### src/rtl/uart_pkg.sv
// rtl/uart_pkg.sv - shared UART constants, capture FSM encodings and line-format enums
package uart_pkg;

    // Default geometry of the receive path
    localparam int UART_DATA_LEN    = 8;
    localparam int UART_FIFO_DEPTH  = 16;
    localparam int UART_FIFO_ADDR_W = 4;

    // Receive-FIFO capture FSM encodings (2 bits)
    localparam logic [1:0] CAP_IDLE     = 2'd0;
    localparam logic [1:0] CAP_ACK      = 2'd1;
    localparam logic [1:0] CAP_WAIT_CLR = 2'd2;

    // Receiver parity configuration
    typedef enum logic [1:0] {
        PARITY_NONE = 2'd0,
        PARITY_EVEN = 2'd1,
        PARITY_ODD  = 2'd2
    } parity_mode_e;

    // Receiver stop-bit configuration
    typedef enum logic {
        STOP_1 = 1'b0,
        STOP_2 = 1'b1
    } stop_mode_e;

endpackage

### src/rtl/uart_rx_fifo_if.sv
// rtl/uart_rx_fifo_if.sv - receiver-side and consumer-side signals of the UART receive FIFO
interface uart_rx_fifo_if
    import uart_pkg::*;
#(
    parameter int DATA_LEN = UART_DATA_LEN,
    parameter int ADDR_W   = UART_FIFO_ADDR_W
);

    logic [DATA_LEN-1:0] rx_data;
    logic                rx_ready;
    logic                rx_overwritten;
    logic                rx_parity_error;
    logic                rx_ack;
    logic                rd_en;
    logic [DATA_LEN-1:0] rd_data;
    logic                rd_perr;
    logic                empty;
    logic                full;
    logic [ADDR_W:0]     count;
    logic                overflow;
    logic                clr_overflow;

    // Receiver plus consumer side, driving the FIFO
    modport master (
        output rx_data, rx_ready, rx_overwritten, rx_parity_error, rd_en, clr_overflow,
        input  rx_ack, rd_data, rd_perr, empty, full, count, overflow
    );

    // The FIFO itself
    modport slave (
        input  rx_data, rx_ready, rx_overwritten, rx_parity_error, rd_en, clr_overflow,
        output rx_ack, rd_data, rd_perr, empty, full, count, overflow
    );

endinterface

### src/rtl/uart_fifo_mem.sv
// rtl/uart_fifo_mem.sv - register-array storage, synchronous write, asynchronous read, no reset
module uart_fifo_mem #(
    parameter int WIDTH  = 9,
    parameter int DEPTH  = 16,
    parameter int ADDR_W = 4
) (
    input  logic              clk,
    input  logic              i_we,
    input  logic [ADDR_W-1:0] i_waddr,
    input  logic [WIDTH-1:0]  i_wdata,
    input  logic [ADDR_W-1:0] i_raddr,
    output logic [WIDTH-1:0]  o_rdata
);

    logic [WIDTH-1:0] r_mem [DEPTH];

    // Store one entry per write strobe; contents are deliberately left unreset
    always_ff @(posedge clk) begin
        if (i_we) begin
            r_mem[i_waddr] <= i_wdata;
        end
    end

    assign o_rdata = r_mem[i_raddr];

endmodule

### src/rtl/uart_rx_fifo.sv
// rtl/uart_rx_fifo.sv - captures bytes from the UART receiver into a first-word fall-through FIFO
module uart_rx_fifo
    import uart_pkg::*;
#(
    parameter int DATA_LEN = UART_DATA_LEN,
    parameter int DEPTH    = UART_FIFO_DEPTH,
    parameter int ADDR_W   = UART_FIFO_ADDR_W
) (
    input  logic          clk,
    input  logic          rst,
    uart_rx_fifo_if.slave bus
);

    localparam logic [ADDR_W:0] L_FULL_COUNT = (ADDR_W+1)'(DEPTH);

    logic [1:0]        r_state;
    logic [1:0]        w_state_nxt;
    logic [ADDR_W-1:0] r_wr_ptr;
    logic [ADDR_W-1:0] r_rd_ptr;
    logic [ADDR_W:0]   r_count;
    logic              r_ack;
    logic              r_overflow;

    logic              w_capture;
    logic              w_wr;
    logic              w_rd;
    logic              w_full;
    logic              w_empty;
    logic              w_ovf_set;
    logic [DATA_LEN:0] w_head;

    assign w_full    = (r_count == L_FULL_COUNT);
    assign w_empty   = (r_count == '0);

    // A capture happens only on the first IDLE cycle that sees rx_ready
    assign w_capture = (r_state == CAP_IDLE) && bus.rx_ready;
    assign w_rd      = bus.rd_en && !w_empty;
    // When full, a same-cycle pop frees the slot the new byte lands in
    assign w_wr      = w_capture && (!w_full || bus.rd_en);
    assign w_ovf_set = w_capture && (bus.rx_overwritten || (w_full && !bus.rd_en));

    // Capture FSM next state: IDLE -> ACK -> WAIT_CLR until the receiver drops rx_ready
    always_comb begin
        w_state_nxt = r_state;
        case (r_state)
            CAP_IDLE:     if (bus.rx_ready)  w_state_nxt = CAP_ACK;
            CAP_ACK:                         w_state_nxt = CAP_WAIT_CLR;
            CAP_WAIT_CLR: if (!bus.rx_ready) w_state_nxt = CAP_IDLE;
            default:                         w_state_nxt = CAP_IDLE;
        endcase
    end

    // FSM state and the registered acknowledge, which is high exactly while in ACK
    always_ff @(posedge clk or negedge rst) begin
        if (!rst) begin
            r_state <= CAP_IDLE;
            r_ack   <= 1'b0;
        end else begin
            r_state <= w_state_nxt;
            r_ack   <= w_capture;
        end
    end

    // Read/write pointers wrap naturally at DEPTH; occupancy tracked as an up/down counter
    always_ff @(posedge clk or negedge rst) begin
        if (!rst) begin
            r_wr_ptr <= '0;
            r_rd_ptr <= '0;
            r_count  <= '0;
        end else begin
            if (w_wr) r_wr_ptr <= r_wr_ptr + 1'b1;
            if (w_rd) r_rd_ptr <= r_rd_ptr + 1'b1;
            case ({w_wr, w_rd})
                2'b10:   r_count <= r_count + 1'b1;
                2'b01:   r_count <= r_count - 1'b1;
                default: r_count <= r_count;
            endcase
        end
    end

    // Sticky loss flag; a new loss in the same cycle beats a clear request
    always_ff @(posedge clk or negedge rst) begin
        if (!rst) begin
            r_overflow <= 1'b0;
        end else if (w_ovf_set) begin
            r_overflow <= 1'b1;
        end else if (bus.clr_overflow) begin
            r_overflow <= 1'b0;
        end
    end

    uart_fifo_mem #(
        .WIDTH  (DATA_LEN + 1),
        .DEPTH  (DEPTH),
        .ADDR_W (ADDR_W)
    ) u_mem (
        .clk     (clk),
        .i_we    (w_wr),
        .i_waddr (r_wr_ptr),
        .i_wdata ({bus.rx_parity_error, bus.rx_data}),
        .i_raddr (r_rd_ptr),
        .o_rdata (w_head)
    );

    assign bus.rx_ack   = r_ack;
    assign bus.rd_data  = w_head[DATA_LEN-1:0];
    assign bus.rd_perr  = w_head[DATA_LEN];
    assign bus.empty    = w_empty;
    assign bus.full     = w_full;
    assign bus.count    = r_count;
    assign bus.overflow = r_overflow;

endmodule

### src/flat_wrapper.sv
// flat-port wrapper written by rule: the top's interface ports become plain ports
module uart_rx_fifo_flat import uart_pkg::*;
#(
    parameter int DATA_LEN = UART_DATA_LEN,
    parameter int DEPTH    = UART_FIFO_DEPTH,
    parameter int ADDR_W   = UART_FIFO_ADDR_W
)
  (clk, rst, bus_rx_data, bus_rx_ready, bus_rx_overwritten, bus_rx_parity_error, bus_rd_en, bus_clr_overflow, bus_rx_ack, bus_rd_data, bus_rd_perr, bus_empty, bus_full, bus_count, bus_overflow);
  uart_rx_fifo_if #(.DATA_LEN(DATA_LEN), .ADDR_W(ADDR_W)) bus_i ();
  input  logic clk;
  input  logic rst;
  input wire logic [$bits(bus_i.rx_data)-1:0] bus_rx_data;
  input wire logic [$bits(bus_i.rx_ready)-1:0] bus_rx_ready;
  input wire logic [$bits(bus_i.rx_overwritten)-1:0] bus_rx_overwritten;
  input wire logic [$bits(bus_i.rx_parity_error)-1:0] bus_rx_parity_error;
  input wire logic [$bits(bus_i.rd_en)-1:0] bus_rd_en;
  input wire logic [$bits(bus_i.clr_overflow)-1:0] bus_clr_overflow;
  output wire logic [$bits(bus_i.rx_ack)-1:0] bus_rx_ack;
  output wire logic [$bits(bus_i.rd_data)-1:0] bus_rd_data;
  output wire logic [$bits(bus_i.rd_perr)-1:0] bus_rd_perr;
  output wire logic [$bits(bus_i.empty)-1:0] bus_empty;
  output wire logic [$bits(bus_i.full)-1:0] bus_full;
  output wire logic [$bits(bus_i.count)-1:0] bus_count;
  output wire logic [$bits(bus_i.overflow)-1:0] bus_overflow;
  assign bus_i.rx_data = bus_rx_data;
  assign bus_i.rx_ready = bus_rx_ready;
  assign bus_i.rx_overwritten = bus_rx_overwritten;
  assign bus_i.rx_parity_error = bus_rx_parity_error;
  assign bus_i.rd_en = bus_rd_en;
  assign bus_i.clr_overflow = bus_clr_overflow;
  assign bus_rx_ack = bus_i.rx_ack;
  assign bus_rd_data = bus_i.rd_data;
  assign bus_rd_perr = bus_i.rd_perr;
  assign bus_empty = bus_i.empty;
  assign bus_full = bus_i.full;
  assign bus_count = bus_i.count;
  assign bus_overflow = bus_i.overflow;
  uart_rx_fifo #(.DATA_LEN(DATA_LEN), .DEPTH(DEPTH), .ADDR_W(ADDR_W)) u_core (.clk(clk), .rst(rst), .bus(bus_i));
endmodule
### config.mk
export PLATFORM = sky130hd
export DESIGN_NAME = uart_rx_fifo_flat
export DESIGN_NICKNAME = d
export VERILOG_FILES = /design/src/rtl/uart_pkg.sv /design/src/rtl/uart_rx_fifo_if.sv /design/src/rtl/uart_fifo_mem.sv /design/src/rtl/uart_rx_fifo.sv /design/src/flat_wrapper.sv
export SDC_FILE = /design/constraint.sdc
export NUM_CORES = 1
export LEC_CHECK = 0
export ABC_AREA = 1
export ABC_CLOCK_PERIOD_IN_PS = 2430
export CORE_UTILIZATION = 55
export DETAILED_ROUTE_END_ITERATION = 7
export PLACE_DENSITY_LB_ADDON = 0.1
export SYNTH_ARGS = -nofsm -noshare
export SYNTH_HDL_FRONTEND = slang
export SYNTH_SLANG_ARGS = --single-unit
export TNS_END_PERCENT = 5
### constraint.sdc
create_clock -name clk -period 2.43 [get_ports clk]
set_input_delay 0.486 -clock clk [delete_from_list [all_inputs] [get_ports clk]]
set_output_delay 0.486 -clock clk [all_outputs]
set_load 0.05 [all_outputs]
==> summary.txt, run 1 <==
Status - completed
Worst hold-check slack - 382 ps
Diodes inserted - 0
Final weighted congestion of routability-driven global placement - 0.888
Peak VDD IR - 793 uV
Grt met2 use - 41.4%
First-pass GRT wire length - 24,700 um
Number of nets still failing antenna checks after routing - 0
Layout overhead on the synthesized area - 23.8%
Crit path time final - 2420 ps
Crit path cell chain - inv_8, buf_6, clkbuf_16, nand2_1, nand3_2, nand3_1, nand2_1, nand2_2, buf_12
Peak clock frequency supported by timing - 0.413 GHz
Clock sink total - 161
Reg2Reg Setup Slack - 190 ps
Detailed-placement wirelength estimate - 9890 um
Part of the Yosys area used for sequential elements - 65.4%
Buffer type at the clock tree root - sky130_fd_sc_hd__clkbuf_16
Final Slew Violations - 0
Total number of nets in the final design - 810
DIE AREA - 13,700 um2
Type of element launching the critical path - flip-flop
Period utilisation layout - 99.6%
Setup total negative slack - 0 ps
Worst-Skew Late Latency - 430 ps
CP max stage delay - 480 ps
Worst-path clk slew - 60 ps
Mapped Cells - 710
Worst Clk Skew - 5.46 ps
Final Instance Area - 8990 um2
Crit path max fanout - 8
Class of the worst hold path - input port to async pin
Via count of the first global-routing pass - 4,685
TritonCTS Buffers - 17
Yosys cell types - 30
Area of combinational cells with multiple inputs - 2100 um2
Power density normalized to cell area - 1330 nW/um2
Filler cell count in the final layout - 956
Normalized max-slew margin - 56.1%
Setup repair after global routing missed its margin - yes
Count of boundary I/O pins - 33
Type of the worst setup path - flip-flop to output pin
Buffers on Ports - 32
# DRC - 0
Core Box Area - 12,700 um2
Required time of the critical path - 1940 ps
Longest Clk Path Bufs - 2
Row cnt - 41
Warning count from the yosys run - 0
Count of non-filler cells in the finished layout - 970
Final Setup Violations - 0
Iteration count of the initial detailed-routing pass - 5
CTS tree - built
Max Cap Viol - 0
GR met3 Demand/Resource - 4.89%
Starting utilization of the core area - 57.1%
Global Route Usage Sum - 25.3%
Global routing's busiest layer - met2
Antenna violations before repair - 0
Arrival time at the worst endpoint - 1930 ps
Cell with the most instances on the worst path - sky130_fd_sc_hd__nand2_1
Largest net degree at the start of global routing - 58
Combined flip-flop and latch cell area - 4760 um2
Number of DRC violations after detailed-routing iteration 0 - 445
Fraction of final layout cells with drive strength greater than 1 - 20.6%
Transition time at the pin with the least slew margin - 656 ps
Fin. Hold Viols - 0
Synthesized flop and latch total - 161
Leakage - 3.84 nW
Met1 layer usage reported by global route - 34.2%
Nets in the synthesized netlist - 735
DRT Wirelength - 17,200 um
Library cell contributing the largest single delay on the critical path - sky130_fd_sc_hd__dfrtp_2
Placed Area - 8020 um2
Critical path endpoint category - output pin
Max H-tree Level - 4
Instance count after placement with tap cells included - 924
Die H - 117 um
Via count - 5,104
Average routed wire per standard cell - 17.7 um
Design Power - 12.0 mW
Die W - 117 um
Syn avg cell area - 10.2 um2
Combined area of all synthesized cells - 7260 um2
GR Overflow Total - 0
Mean number of vias per cell - 5.26
## per-layer routing
| metal | up-vias | part of all wire [%] |
|---|---|---|
| met5 | - | 0 |
| met2 | 207 | 48 |
| met1 | 2419 | 43 |
| met4 | 0 | 2.0 |
| li1 | 2449 | - |
| met3 | 29 | 7.0 |
## cells by family after synthesis
kind of cell	after synthesis	synth area share [%]
AOI/OAI and AO/OA	7	0.482
xor gates and xnor gates	4	0.482
DFF	161	65.4
adders and majority gates	10	1.83
buffers and inverters	110	6.99
and+or+nand+nor	418	24.8
## cell type report
| class | count | share of cell area (%) |
|---|---|---|
| well taps | 172 | 2.39 |
| flip-flops and latches | 161 | 52.9 |
| clock buffers | 17 | 4.73 |
| clock inverters | 15 | 2.14 |
| repair buffers | 84 | 10.9 |
| multi-input cells | 439 | 23.3 |
| inverters | 82 | 3.65 |
## through the flow
| stage | setup slack [ps] | utilization (%) |
|---|---|---|
| 6_report | 10.8 | 70.7 |
| 3_3_place_gp | 23.1 | 63.0 |
| 5_1_grt | -67.7 | 70.7 |
| 3_5_place_dp | -97.4 | 63.0 |
| 2_1_floorplan | 37.3 | - |
| 4_1_cts | 8.69 | 67.9 |
## synthesized netlist by cell type (all sizes together)
cell type / number / area (um2)
nand2: 270 / 1040
edfxtp: 144 / 4320
inv: 82 / 315
nand3: 65 / 370
nor2: 63 / 283
buf: 23 / 174
dfrtp: 17 / 425
nor3: 16 / 80.1
ha: 9 / 113
o21ai: 6 / 30.0
clkbuf: 5 / 18.8
nand4: 3 / 25.0
xnor2: 2 / 17.5
xor2: 2 / 17.5
a21oi: 1 / 5.00
fa: 1 / 20.0
or2: 1 / 6.26
## worst max-delay path, delay by kind of cell (launching register included)
| family | cells | cell delay [ps] |
|---|---|---|
| flip-flops | 1 | 480 |
| AND/OR/NAND/NOR | 5 | 480 |
| buffers and inverters | 4 | 560 |
## flip-flops by register name, indices dropped and copies added, names as in the netlist
signal / cells
u_core.bus.count: 5
u_core.r_wr_ptr: 4
u_core.r_rd_ptr: 4
u_core.bus.rx_ack: 1
u_core.r_state: 2
u_core.bus.overflow: 1
u_core.u_mem.r_mem: 144
## worst paths after layout
path | startpoint | to | cells after the start
setup / recovery | u_core.r_rd_ptr[0] | bus_rd_data[4] | 9
min in group clk | u_core.bus.overflow | u_core.bus.overflow | 2
max in group asynchronous | rst | u_core.r_rd_ptr[0] | 2
setup reg to reg | u_core.bus.count[3] | u_core.bus.count[4] | 14
hold / removal | rst | u_core.bus.overflow | 2
hold reg to reg | u_core.bus.overflow | u_core.bus.overflow | 2
## placed cells by master, fill, tap and decap left out, types with 6 or more instances in the layout
master,n
sky130_fd_sc_hd__nor2_2,18
sky130_fd_sc_hd__nand3_2,17
sky130_fd_sc_hd__clkdlybuf4s50_1,21
sky130_fd_sc_hd__inv_1,78
sky130_fd_sc_hd__nand3_1,48
sky130_fd_sc_hd__edfxtp_1,144
sky130_fd_sc_hd__nor3_1,16
sky130_fd_sc_hd__ha_1,9
sky130_fd_sc_hd__clkbuf_16,23
sky130_fd_sc_hd__nor2_1,43
sky130_fd_sc_hd__dfrtp_1,11
sky130_fd_sc_hd__nand2_1,249
sky130_fd_sc_hd__buf_12,13
sky130_fd_sc_hd__dfrtp_2,6
sky130_fd_sc_hd__nand2_2,21
sky130_fd_sc_hd__buf_4,38
## power breakdown
part	internal, mW	switching, mW	total, mW	leakage (nW)
clock	1.71	1.08	2.79	0.296
sequential	3.29	0.212	3.50	1.50
combinational	2.22	3.48	5.70	2.05
total	7.22	4.77	12.0	3.84
## what timing repair did
action | in CTS | in global routing
cloned | 0 | 8
resized for setup | 3 | 42
hold buffers | 0 | 0
hold endpoints to repair | 0 | 0
pin swaps | 0 | 6
buffers inserted | 0 | 6
endpoints found under the setup margin | 9 | 8
Power figures use the tool's default switching activity.
==> run 2: changes to the inputs <==
--- a/config.mk
+++ b/config.mk
@@ -10,6 +10,7 @@
 export CORE_UTILIZATION = 55
 export DETAILED_ROUTE_END_ITERATION = 7
 export PLACE_DENSITY_LB_ADDON = 0.1
+export SKIP_LAST_GASP = 1
 export SYNTH_ARGS = -nofsm -noshare
 export SYNTH_HDL_FRONTEND = slang
 export SYNTH_SLANG_ARGS = --single-unit
==> run 2 against run 1 <==
Compared with the run above: count of clock-buffer cells in the layout unchanged; worst setup slack got worse by 0.79 ps; sequential power about the same; maximum frequency about the same; via count up 0.51%; clock power hardly changed; clock skew about the same; sequential share of layout area increased by 0.059 points; hold slack better by 5.1 ps; utilization is 0.079 points lower; cell count did not move; critical endpoint unchanged; largest cell class unchanged; highest routed layer unchanged.
==> summary.txt, run 2 (synthesis gave the netlist of run 1 again) <==
DRT Wirelength - 17,200 um
Starting utilization of the core area - 57.1%
Core Box Area - 12,700 um2
Final weighted congestion of routability-driven global placement - 0.888
Buffer type at the clock tree root - sky130_fd_sc_hd__clkbuf_16
Required time of the critical path - 1940 ps
Diodes inserted - 0
Antenna violations before repair - 0
Die W - 117 um
Arrival time at the worst endpoint - 1930 ps
Most common library cell in the layout ignoring fill and taps - sky130_fd_sc_hd__nand2_1
Final Slew Violations - 0
GR Overflow Total - 0
Peak clock frequency supported by timing - 0.413 GHz
CTS tree - built
Setup repair after global routing missed its margin - yes
Max H-tree Level - 4
Via count - 5,130
Worst-Skew Late Latency - 420 ps
First-pass GRT wire length - 24,700 um
Max Cap Viol - 0
Detailed-placement wirelength estimate - 9890 um
Global Route Usage Sum - 25.3%
Type of the worst setup path - flip-flop to output pin
Number of DRC violations after detailed-routing iteration 0 - 521
Via count of the first global-routing pass - 4,685
Power density normalized to cell area - 1330 nW/um2
Final Setup Violations - 0
Crit path cell chain - inv_8, buf_6, clkbuf_16, nand2_1, nand3_2, nand3_1, nand2_1, nand2_2, buf_12
Period utilisation layout - 99.6%
Library cell contributing the largest single delay on the critical path - sky130_fd_sc_hd__dfrtp_2
Mean number of vias per cell - 5.29
Type of element launching the critical path - flip-flop
Status - completed
Crit path max fanout - 8
Count of non-filler cells in the finished layout - 970
Normalized max-slew margin - 54.7%
Instance count after placement with tap cells included - 924
Row cnt - 41
Average routed wire per standard cell - 17.8 um
Count of boundary I/O pins - 33
Fraction of final layout cells with drive strength greater than 1 - 20.3%
Peak VDD IR - 792 uV
Max FFs per register - 144
Total number of nets in the final design - 810
Hold_buf cts - 0
Cell with the most instances on the worst path - sky130_fd_sc_hd__nand2_1
Buffers on Ports - 32
DIE AREA - 13,700 um2
Leakage - 3.84 nW
CP max stage delay - 490 ps
Fin. Hold Viols - 0
Critical path endpoint category - output pin
Most frequent cells in the layout - 250 x sky130_fd_sc_hd__nand2_1, 144 x sky130_fd_sc_hd__edfxtp_1, 78 x sky130_fd_sc_hd__inv_1, 48 x sky130_fd_sc_hd__nand3_1, 44 x sky130_fd_sc_hd__nor2_1
Worst hold-check slack - 388 ps
Die H - 117 um
Filler cell count in the final layout - 952
TritonCTS Buffers - 17
Crit path time final - 2420 ps
Longest Clk Path Bufs - 2
Most flops, register - u_core.u_mem.r_mem
Design Power - 12.0 mW
Clock sink total - 161
Class of the worst hold path - input port to async pin
Worst-path clk slew - 60 ps
Worst Clk Skew - 5.08 ps
Layout overhead on the synthesized area - 23.7%
Iteration count of the initial detailed-routing pass - 5
# DRC - 0
Transition time at the pin with the least slew margin - 677 ps
Largest net degree at the start of global routing - 58
Number of nets still failing antenna checks after routing - 0
==> run 2: cell counts in the layout (fill, tap and decap cells not counted) <==
No cell type changed its count.
==> run 2: area by class of cell <==
class / count / area (um2) / area share, %
inverters: 82 / 328 / 3.65
clock buffers: 17 / 425 / 4.74
clock inverters: 15 / 193 / 2.15
repair buffers: 84 / 972 / 10.8
multi-input cells: 439 / 2090 / 23.3
well taps: 172 / 215 / 2.40
flip-flops and latches: 161 / 4760 / 53.0
==> run 2: power breakdown <==
group / internal [mW] / switching [mW] / total [mW]
combinational: 2.21 / 3.47 / 5.68
clock: 1.71 / 1.08 / 2.79
sequential: 3.29 / 0.213 / 3.50
total: 7.21 / 4.76 / 12.0
==> run 2: critical path: cells and delay by family, from the launching register on <==
| kind | cells | cell delay (ps) |
|---|---|---|
| buffers and inverters | 4 | 560 |
| flip-flops | 1 | 490 |
| AND/OR/NAND/NOR | 5 | 480 |
==> run 2: per-stage QoR <==
step | utilization (%) | instance area, um2 | setup WS [ps] | TNS [ps]
after floorplan | - | 7270 | 37.3 | 0
after global placement | 63.0 | 8020 | 23.1 | 0
after detailed placement | 63.0 | 8020 | -97.4 | -97.4
after CTS | 67.9 | 8640 | -48.2 | -155
after global routing | 70.6 | 8980 | -75.7 | -425
final | 70.6 | 8980 | 10.0 | 0
==> run 2: what timing repair did <==
item	in CTS	in global routing
pin swaps	0	5
gates resized for setup	2	40
setup buffers	0	6
endpoints found under the setup margin	9	9
cloned	0	8
==> run 2: worst paths after layout <==
| check | start | to | slack (ps) | depth (start not counted) |
|---|---|---|---|---|
| min reg2reg | u_core.bus.overflow | u_core.bus.overflow | 490 | 2 |
| min | rst | u_core.bus.overflow | 390 | 2 |
| max | u_core.r_rd_ptr[0] | bus_rd_data[4] | 10 | 9 |
| max reg2reg | u_core.bus.count[3] | u_core.bus.count[4] | 180 | 14 |
| min in group clk | u_core.bus.overflow | u_core.bus.overflow | 490 | 2 |
| max in group asynchronous | rst | u_core.r_rd_ptr[0] | 1820 | 2 |
==> run 2: layer usage <==
metal	track usage, %	share of wire, %
met3	4.89	7.1
met2	41.4	48
met5	0	0
met1	34.2	43
met4	8.86	2.0
==> run 3: changes to the inputs <==
--- a/config.mk
+++ b/config.mk
@@ -7,6 +7,7 @@
 export LEC_CHECK = 0
 export ABC_AREA = 1
 export ABC_CLOCK_PERIOD_IN_PS = 2430
+export CORE_MARGIN = 10
 export CORE_UTILIZATION = 55
 export DETAILED_ROUTE_END_ITERATION = 7
 export PLACE_DENSITY_LB_ADDON = 0.1
==> run 3 against run 2 <==
Compared with the run above: maximum frequency rose by 1.4%; highest routed layer unchanged; critical path depth rose by 1; largest cell class unchanged; cell area fell by 1.2%; count of clock-buffer cells in the layout rose by 2; critical endpoint is now bus_rd_data[1]; utilization fell by 1.1 points; global-route usage fell by 6.7 points; worst setup slack improved by 32 ps; first-iteration DRC count fell by 0.96%.
==> summary.txt, run 3 (synthesis gave the netlist of run 1 again) <==
Die W - 135 um
# DRC - 0
Average routed wire per standard cell - 18.1 um
Worst Clk Skew - 6.55 ps
Area of combinational cells with multiple inputs - 2070 um2
Worst-Skew Late Latency - 430 ps
Fin. Hold Viols - 0
CP top delay family - buffers and inverters
Combined flip-flop and latch cell area - 4760 um2
Library cell contributing the largest single delay on the critical path - sky130_fd_sc_hd__dfrtp_2
Critical path endpoint category - output pin
DRT Wirelength - 17,500 um
Iteration count of the initial detailed-routing pass - 5
Core Box Area - 12,800 um2
Class of the worst hold path - input port to async pin
Final weighted congestion of routability-driven global placement - 0.872
Filler cell count in the final layout - 932
Type of the worst setup path - flip-flop to output pin
Leakage - 3.78 nW
Status - completed
Starting utilization of the core area - 56.9%
Design Power - 11.7 mW
Final Instance Area - 8870 um2
Most common library cell in the layout ignoring fill and taps - sky130_fd_sc_hd__nand2_1
Max FFs per register - 144
Mean number of vias per cell - 5.27
Fraction of the core area covered by cells at the end of the flow - 69.4%
Crit path cell chain - clkinvlp_4, buf_12, clkbuf_16, nand2_1, nand2_1, nand2_1, nand3_1, nand2_1, nand2_2, buf_12
Placed Area - 7990 um2
Final Setup Violations - 0
Global Route Usage Sum - 18.6%
Peak VDD IR - 958 uV
Total number of nets in the final design - 807
DIE AREA - 18,200 um2
GR Overflow Total - 0
Max H-tree Level - 4
Max Cap Viol - 0
Antenna violations before repair - 0
Period utilisation layout - 98.3%
CTS tree - built
Clock sink total - 161
Diodes inserted - 0
Detailed-placement wirelength estimate - 10,100 um
Most flops, register - u_core.u_mem.r_mem
Longest Clk Path Bufs - 2
Fraction of final layout cells with drive strength greater than 1 - 18.7%
Setup repair after global routing missed its margin - yes
Via count of the first global-routing pass - 4,792
TritonCTS Buffers - 17
Required time of the critical path - 1940 ps
Arrival time at the worst endpoint - 1900 ps
Largest net degree at the start of global routing - 93
Peak clock frequency supported by timing - 0.419 GHz
First-pass GRT wire length - 25,700 um
Normalized max-slew margin - 52.1%
Cell with the most instances on the worst path - sky130_fd_sc_hd__nand2_1
Count of non-filler cells in the finished layout - 965
Count of boundary I/O pins - 33
Worst path buffer plus inverter count - 4
Buffer type at the clock tree root - sky130_fd_sc_hd__clkbuf_16
Transition time at the pin with the least slew margin - 716 ps
Power density normalized to cell area - 1320 nW/um2
Most frequent cells in the layout - 251 x sky130_fd_sc_hd__nand2_1, 144 x sky130_fd_sc_hd__edfxtp_1, 78 x sky130_fd_sc_hd__inv_1, 51 x sky130_fd_sc_hd__nand3_1, 45 x sky130_fd_sc_hd__nor2_1
CP max stage delay - 400 ps
Buffers on Ports - 32
Die H - 135 um
Layout overhead on the synthesized area - 22.1%
Final Slew Violations - 0
Number of nets still failing antenna checks after routing - 0
Type of element launching the critical path - flip-flop
Via count - 5,087
Instance count after placement with tap cells included - 922
Crit path time final - 2390 ps
Number of DRC violations after detailed-routing iteration 0 - 516
Crit path max fanout - 5
Row cnt - 41
Worst-path clk slew - 60 ps
## run 3: changes by cell type in the layout (fill, tap and decap cells not counted), sizes merged
cell / delta
clkinv: -2
bufinv: -1
buf: -1
clkinvlp: +1
inv: -2
## run 3: per-stage QoR
stage,hold WS (ps),setup TNS (ps),setup slack (ps)
detailed placement,468,-141,-141
floorplan,190,0,37.3
CTS,398,-477,-71.6
finish,399,0,42.5
global route,407,-356,-70.6
global placement,472,0,22.3
## run 3: final cells by class
type / count / area share (%)
sequential: 161 / 53.6
inverter: 82 / 3.68
multi-input combinational: 439 / 23.3
clock buffer: 19 / 4.88
timing repair buffer: 81 / 10.5
tap: 172 / 2.43
clock inverter: 11 / 1.59
## run 3: worst register-to-register path: cells and delay by family, from the launching register on
| family | cells | cell delay (ps) |
|---|---|---|
| flip-flops | 1 | 430 |
| adder cells (fa/ha/maj) | 2 | 630 |
| buffers and inverters | 2 | 190 |
| AND/OR/NAND/NOR | 10 | 950 |
## run 3: where the power goes
group / total [mW] / internal [mW] / switching, mW
sequential: 3.50 / 3.29 / 0.207
clock: 2.62 / 1.59 / 1.02
combinational: 5.58 / 2.13 / 3.45
total: 11.7 / 7.02 / 4.68
## run 3: metal layers
| metal | part of all wire [%] | GRT usage, % | vias up | wire (um) |
|---|---|---|---|---|
| li1 | - | - | 2434 | - |
| met1 | 42 | 24.2 | 2388 | 7430 |
| met2 | 47 | 29.5 | 228 | 8280 |
| met3 | 7.5 | 4.04 | 37 | 1310 |
| met4 | 2.8 | 7.74 | 0 | 490 |
| met5 | 0 | 0 | - | 0 |
## run 3: worst paths after layout
kind / from / endpoint / slack, ps / depth (start not counted)
hold / removal: rst / u_core.bus.overflow / 400 / 2
hold reg to reg: u_core.bus.overflow / u_core.bus.overflow / 490 / 2
setup reg to reg: u_core.bus.count[3] / u_core.bus.count[4] / 120 / 14
max in group asynchronous: rst / u_core.r_rd_ptr[1] / 1810 / 2
setup / recovery: u_core.r_rd_ptr[0] / bus_rd_data[1] / 40 / 10
min in group clk: u_core.bus.overflow / u_core.bus.overflow / 490 / 2
## run 3: repair_timing
item | 4_1_cts | 5_1_grt
hold buffers | 0 | 0
gates cloned | 1 | 7
pin swaps | 0 | 10
buffers inserted | 1 | 4
resized for setup | 3 | 26
endpoints found under the setup margin | 9 | 10
